### src/rtl/eco_patch_lut_array_if.sv
// eco_patch_lut_array_if: config, evaluation and sweep signals of the patch LUT array
interface eco_patch_lut_array_if #(
  parameter int NIN = 3,
  parameter int CH = 4,
  parameter int SIG_W = 16
);
  localparam int CW = CH > 1 ? $clog2(CH) : 1;
  logic cfg_valid;
  logic cfg_ready;
  logic [CW-1:0] cfg_ch;
  logic [(1<<NIN)-1:0] cfg_lut;
  logic in_valid;
  logic [CH*NIN-1:0] in_data;
  logic out_valid;
  logic [CH-1:0] out_data;
  logic sweep_start;
  logic [CW-1:0] sweep_ch;
  logic sweep_busy;
  logic sweep_done;
  logic [SIG_W-1:0] sweep_sig;
  modport master (
    output cfg_valid, cfg_ch, cfg_lut, in_valid, in_data, sweep_start, sweep_ch,
    input cfg_ready, out_valid, out_data, sweep_busy, sweep_done, sweep_sig
  );
  modport slave (
    input cfg_valid, cfg_ch, cfg_lut, in_valid, in_data, sweep_start, sweep_ch,
    output cfg_ready, out_valid, out_data, sweep_busy, sweep_done, sweep_sig
  );
endinterface

### src/rtl/eco_patch_lut_array.sv
// eco_patch_lut_array: CH programmable NIN-input LUT patches with registered evaluation
// and a sweep engine that folds one channel's truth table into a rotate-xor signature.
module eco_patch_lut_array #(
  parameter int NIN = 3,
  parameter int CH = 4,
  parameter int SIG_W = 16
) (
  input logic clk,
  input logic rst_n,
  eco_patch_lut_array_if.slave bus
);
  localparam int L = 1 << NIN;
  localparam int CW = CH > 1 ? $clog2(CH) : 1;
  typedef enum logic [1:0] {S_IDLE, S_SWEEP, S_DONE} state_t;
  state_t r_state, w_next;
  logic [L-1:0] r_lut [CH];
  logic [CW-1:0] r_ch;
  logic [NIN:0] r_cnt;
  logic [SIG_W-1:0] r_sig;
  logic [CH-1:0] r_od;
  logic r_ov;
  logic w_cfg_we, w_start, w_last, w_bit;
  assign w_cfg_we = bus.cfg_valid && r_state == S_IDLE && 32'(bus.cfg_ch) < CH;
  assign w_start = bus.sweep_start && r_state == S_IDLE;
  assign w_last = r_cnt == (NIN+1)'(L-1);
  assign w_bit = r_lut[r_ch][r_cnt[NIN-1:0]];
  always_ff @(posedge clk or negedge rst_n)
    if (!rst_n) r_state <= S_IDLE;
    else r_state <= w_next;
  always_comb
    w_next = r_state == S_IDLE  ? (bus.sweep_start ? S_SWEEP : S_IDLE) :
             r_state == S_SWEEP ? (w_last ? S_DONE : S_SWEEP) : S_IDLE;
  always_comb begin
    bus.cfg_ready = r_state == S_IDLE;
    bus.sweep_busy = r_state == S_SWEEP;
    bus.sweep_done = r_state == S_DONE;
  end
  // evaluation reads r_lut before any same-edge write lands
  always_ff @(posedge clk or negedge rst_n)
    if (!rst_n) begin
      for (int i = 0; i < CH; i++) r_lut[i] <= '0;
      r_ch <= '0;
      r_cnt <= '0;
      r_sig <= '0;
      r_od <= '0;
      r_ov <= 1'b0;
    end else begin
      r_ov <= bus.in_valid;
      if (bus.in_valid)
        for (int c = 0; c < CH; c++) r_od[c] <= r_lut[c][bus.in_data[c*NIN +: NIN]];
      if (w_cfg_we) r_lut[bus.cfg_ch] <= bus.cfg_lut;
      if (w_start) begin
        r_ch <= 32'(bus.sweep_ch) < CH ? bus.sweep_ch : '0;
        r_cnt <= '0;
        r_sig <= '0;
      end else if (r_state == S_SWEEP) begin
        r_sig <= {r_sig[SIG_W-2:0], r_sig[SIG_W-1]} ^ SIG_W'(w_bit);
        r_cnt <= r_cnt + 1'b1;
      end
    end
  assign bus.out_valid = r_ov;
  assign bus.out_data = r_od;
  assign bus.sweep_sig = r_sig;
endmodule

### src/flat_wrapper.sv
// flat-port wrapper written by rule: the top's interface ports become plain ports
module eco_patch_lut_array_flat 
#(
  parameter int NIN = 3,
  parameter int CH = 4,
  parameter int SIG_W = 16
)
  (clk, rst_n, bus_cfg_valid, bus_cfg_ch, bus_cfg_lut, bus_in_valid, bus_in_data, bus_sweep_start, bus_sweep_ch, bus_cfg_ready, bus_out_valid, bus_out_data, bus_sweep_busy, bus_sweep_done, bus_sweep_sig);
  eco_patch_lut_array_if #(.NIN(NIN), .CH(CH), .SIG_W(SIG_W)) bus_i ();
  input logic clk;
  input logic rst_n;
  input wire logic [$bits(bus_i.cfg_valid)-1:0] bus_cfg_valid;
  input wire logic [$bits(bus_i.cfg_ch)-1:0] bus_cfg_ch;
  input wire logic [$bits(bus_i.cfg_lut)-1:0] bus_cfg_lut;
  input wire logic [$bits(bus_i.in_valid)-1:0] bus_in_valid;
  input wire logic [$bits(bus_i.in_data)-1:0] bus_in_data;
  input wire logic [$bits(bus_i.sweep_start)-1:0] bus_sweep_start;
  input wire logic [$bits(bus_i.sweep_ch)-1:0] bus_sweep_ch;
  output wire logic [$bits(bus_i.cfg_ready)-1:0] bus_cfg_ready;
  output wire logic [$bits(bus_i.out_valid)-1:0] bus_out_valid;
  output wire logic [$bits(bus_i.out_data)-1:0] bus_out_data;
  output wire logic [$bits(bus_i.sweep_busy)-1:0] bus_sweep_busy;
  output wire logic [$bits(bus_i.sweep_done)-1:0] bus_sweep_done;
  output wire logic [$bits(bus_i.sweep_sig)-1:0] bus_sweep_sig;
  assign bus_i.cfg_valid = bus_cfg_valid;
  assign bus_i.cfg_ch = bus_cfg_ch;
  assign bus_i.cfg_lut = bus_cfg_lut;
  assign bus_i.in_valid = bus_in_valid;
  assign bus_i.in_data = bus_in_data;
  assign bus_i.sweep_start = bus_sweep_start;
  assign bus_i.sweep_ch = bus_sweep_ch;
  assign bus_cfg_ready = bus_i.cfg_ready;
  assign bus_out_valid = bus_i.out_valid;
  assign bus_out_data = bus_i.out_data;
  assign bus_sweep_busy = bus_i.sweep_busy;
  assign bus_sweep_done = bus_i.sweep_done;
  assign bus_sweep_sig = bus_i.sweep_sig;
  eco_patch_lut_array #(.NIN(NIN), .CH(CH), .SIG_W(SIG_W)) u_core (.clk(clk), .rst_n(rst_n), .bus(bus_i));
endmodule
### config.mk
export PLATFORM = sky130hd
export DESIGN_NAME = eco_patch_lut_array_flat
export DESIGN_NICKNAME = d
export VERILOG_FILES = /design/src/rtl/eco_patch_lut_array_if.sv /design/src/rtl/eco_patch_lut_array.sv /design/src/flat_wrapper.sv
export SDC_FILE = /design/constraint.sdc
export NUM_CORES = 1
export LEC_CHECK = 0
export CORE_MARGIN = 2
export CORE_UTILIZATION = 52
export CTS_CLUSTER_SIZE = 25
export DETAILED_ROUTE_END_ITERATION = 12
export PLACE_DENSITY = 0.8
export SYNTH_ARGS = -nofsm -noshare
export SYNTH_HDL_FRONTEND = slang
export SYNTH_SLANG_ARGS = --single-unit
### constraint.sdc
create_clock -name clk -period 2.2 [get_ports clk]
set_clock_uncertainty 0.05 [all_clocks]
set_input_delay 0.33 -clock clk [delete_from_list [all_inputs] [get_ports clk]]
set_output_delay 0.33 -clock clk [all_outputs]
set_load 0.01 [all_outputs]
==> results <==
layout make-up:
cell class | count | share of cell area
Sequential cell | 61 | 0.4112
Inverter | 2 | 0.002022
Tap cell | 70 | 0.02359
Multi-Input combinational cell | 136 | 0.3401
Clock inverter | 4 | 0.01887
Timing Repair Buffer | 60 | 0.1625
Clock buffer | 12 | 0.04179
where the power goes:
part | internal (mW) | switching [mW] | total [mW]
Clock | 0.696 | 0.409 | 1.10
Sequential | 1.64 | 0.502 | 2.14
Combinational | 1.15 | 0.811 | 1.96
cell families after synthesis:
kind of cell,count (synthesis),share of synthesized area
simple gates,37,0.07897
mux,58,0.2550
flops,61,0.5382
compound gates,40,0.1067
fa+ha+maj,1,0.004410
buf+inv,9,0.01676
worst max-delay path: cells and delay by family, from the launching register on:
kind	cells	cell delay, ps
DFF	1	420
and+or+nand+nor	1	210
buffers and inverters	2	620
metal layers:
| metal | GRT usage | routed length [um] | up-vias |
|---|---|---|---|
| met5 | 0 | 0 | - |
| met1 | 0.3040 | 2904 | 994 |
| met4 | 0.09643 | 87 | 0 |
| met3 | 0.04186 | 239 | 7 |
| li1 | - | - | 909 |
| met2 | 0.3095 | 2727 | 47 |
state kept, by name, indices dropped and copies added, names as in the netlist:
| name | cells |
|---|---|
| u_core.bus.out_data | 4 |
| u_core.r_ch | 2 |
| u_core.bus.sweep_sig | 16 |
| u_core.bus.out_valid | 1 |
| u_core.r_cnt | 4 |
| u_core.r_lut | 32 |
| u_core.r_state | 2 |
worst max-delay path by stage:
stage / start / endpoint / slack [ps] / cells past startpoint
2_1_floorplan: u_core.r_ch[1] / u_core.bus.sweep_sig[0] / 510 / 7
4_1_cts: u_core.r_state[1] / bus_sweep_busy / 240 / 3
6_report: u_core.r_state[1] / bus_sweep_busy / 250 / 3
5_1_grt: u_core.r_state[1] / bus_sweep_busy / 190 / 3
3_3_place_gp: bus_cfg_valid / u_core.r_lut[12] / 290 / 4
3_5_place_dp: bus_cfg_valid / u_core.r_lut[15] / 220 / 4
cell usage in the layout, fill, tap and decap left out, types with 2 or more instances in the layout:
master            n
nand2_1           9
mux4_2            8
nand4b_1          3
a211oi_1          4
a21oi_1           5
o21ai_1           2
buf_4             5
bufinv_16         2
clkbuf_8         11
o21ai_0           3
a22oi_1           3
mux2_1           32
buf_12            2
clkinv_2          2
nor2b_1           4
mux2_2            2
dfrtp_1          61
a22o_1           17
clkdlybuf4s50_1  51
nor2_1            8
and2b_2           2
mux2i_1          16
per-stage QoR:
stage / util / std cells / hold slack [ps] / total power, mW
finish: 0.7177 / 345 / 425.1 / 5.209
detailed placement: 0.6722 / 328 / 249.3 / 4.109
floorplan: - / 206 / -15.59 / 3.278
global route: 0.7177 / 345 / 445.5 / 5.537
CTS: 0.7177 / 345 / 421.9 / 5.237
global placement: 0.6722 / 328 / 244.9 / 4.039
Yosys cell counts, drive strengths merged (2+ instances only):
| library cell | number | area [um^2] |
|---|---|---|
| clkbuf | 2 | 7.510 |
| nor2 | 9 | 36.29 |
| o21ai | 5 | 25.02 |
| nand4b | 3 | 26.28 |
| nor2b | 4 | 25.02 |
| inv | 2 | 7.500 |
| a22oi | 3 | 22.52 |
| dfrtp | 61 | 1526 |
| nor3b | 2 | 26.28 |
| mux2i | 16 | 160.2 |
| mux4 | 8 | 180.2 |
| and2b | 3 | 25.03 |
| buf | 4 | 23.77 |
| nor3 | 2 | 21.27 |
| a21oi | 5 | 25.02 |
| nand2 | 10 | 40.04 |
| a22o | 17 | 148.9 |
| a211oi | 4 | 30.03 |
| mux2 | 34 | 382.9 |
what timing repair did:
item                                    4_1_cts  5_1_grt
endpoints found under the setup margin        0        0
endpoints found under the hold margin        17        0
hold buffers                                  1        0
==> reports/summary.md <==
The run finished with clean final reports. The critical register-to-register path endpoint was u_core.bus.sweep_sig[0]. The area growth from synthesis to layout is 30.88%. CTS built an H-tree with a depth of 3. For this block, the routed nets add up to 5958 um of wire. The maximum root-to-sink buffer count is 2, and the critical path data arrival time is 1570 ps.

The tool flagged a number of max-cap violations equal to 0. After global routing the overflow that remains totals 0. TritonCTS built the clock tree.

The die span in y was 77.86 um; the number of nets in the final layout was 300. Synthesis instantiated 41 different standard cells from the library. In this run, synthesis inferred 0 flip-flops with an integrated enable.

The number of CTS-inserted buffers was 9; the largest stage delay on the critical path was 540 ps. The number of antenna diodes in the final layout is 0. The first global-routing pass estimated 9604 um of wire.

The endpoint required time on the critical path is 1820 ps, and the post-placement cell area is 0.003477 mm^2. The area of all placed cells without fillers came out at 0.003712 mm^2. STA classifies the critical path endpoint as a primary output. For this design the top-level I/O count stands at 53. The slowest stage of the critical path is the clkdlybuf4s50_1 cell. The post-detailed-route count of antenna-violating nets came out at 0.

For the final routed database, the setup TNS stands at 0 ps. The clock net in this run drives a total of 61 sinks. After detailed routing, the average wire length per cell comes to 17.27 um. For the worst-skew pair, the clock arrives at the later sink with an insertion delay of 330 ps.

Most common flop cell mapped by yosys: dfrtp_1. The setup check on the worst reg-to-reg path leaves a slack of 320 ps. Across the VDD grid, the largest voltage drop is 0.8665 mV. The clock edge transition at the registers on the reported setup and hold paths is 60 ps.

The yosys synthesis warning count is 0. The maximum clock rate is 513.0 MHz, and the total number of vias is 1957. When the netlist entered floorplanning its net count stood at 236. Before CTS, the worst setup slack after placement is 223.2 ps. Summed over all cells, the static leakage comes to 1.634 nW. After synthesis the cells add up to 0.002836 mm^2. The slew at the pin with the worst max-slew slack was 454.7 ps. The setup path with the least slack is of type reg -> out. The logs give 0.5382 for the part of the Yosys area used for sequential elements and 130 for the starting DRC count in detailed routing. The worst setup path is launched from a flip-flop. The starting density of the core is 0.5484.

The tools report the global-route usage over all layers as 0.2112. The die covers 0.006061 mm^2. The tools report the total setup violations reported at the end of the flow as 0.

The number of buffers inserted by port buffering is 52, and the share of layout cells above drive strength 1 is 0.1455. In this run the worst path has a maximum fanout of 5. The run gives 0 as the number of cells upsized or downsized after cts.

The first detailed-routing pass took 4 iterations. The power per unit of standard cell area came out at 1403 mW/mm^2. Setup repair after global routing left no endpoint under its margin. For the final routed DRC violation total, the log shows 0. Via count of the first global-routing pass: 1893. Entering global routing, the biggest net connects 23 pins. The post-route fraction of the period consumed by the critical path is 0.8860, and the hold violation count in the final report is 0. The cell count after synthesis came out at 206.

The sequential cells in the finished layout cover a total of 0.001526 mm^2. The relative slew slack was 0.6959. The die width is 77.86 um. For the placement row count, the log shows 26. The fraction of registers with async set/reset came out at 1.000. The initial antenna violation count is 0.

The worst register-to-register path begins at u_core.r_ch[1]. The total area inside the core boundary comes to 0.005172 mm^2. The logs give 0.001262 mm^2 for the total area of multi-input combinational cells and 348 for the number of fill cells in the layout. The path class of the lowest-slack min-delay path is in -> async. Averaged over all synthesized cells, the footprint is 13.77 um^2. The number of slew-limit violations in the final report was 0; the average via count per standard cell was 5.672. Traced cell by cell, the critical path runs through nand2b_1, inv_2, clkdlybuf4s50_1. The worst register-to-register path has a depth of 7. The worst path needs 1949 ps of the cycle, external delays included. Clock tree synthesis selected as its root buffer the cell clkbuf_8. Synthesis inferred 61 register bits.

The tools report the HPWL after detailed placement as 4434 um. After layout, the worst setup slack is 250.7 ps. Once the clock tree was built, the setup fixing pass inserted 0 buffers. The congestion estimate from routability-driven global placement came to 0.9052.
(Power assumes the default switching activity.)
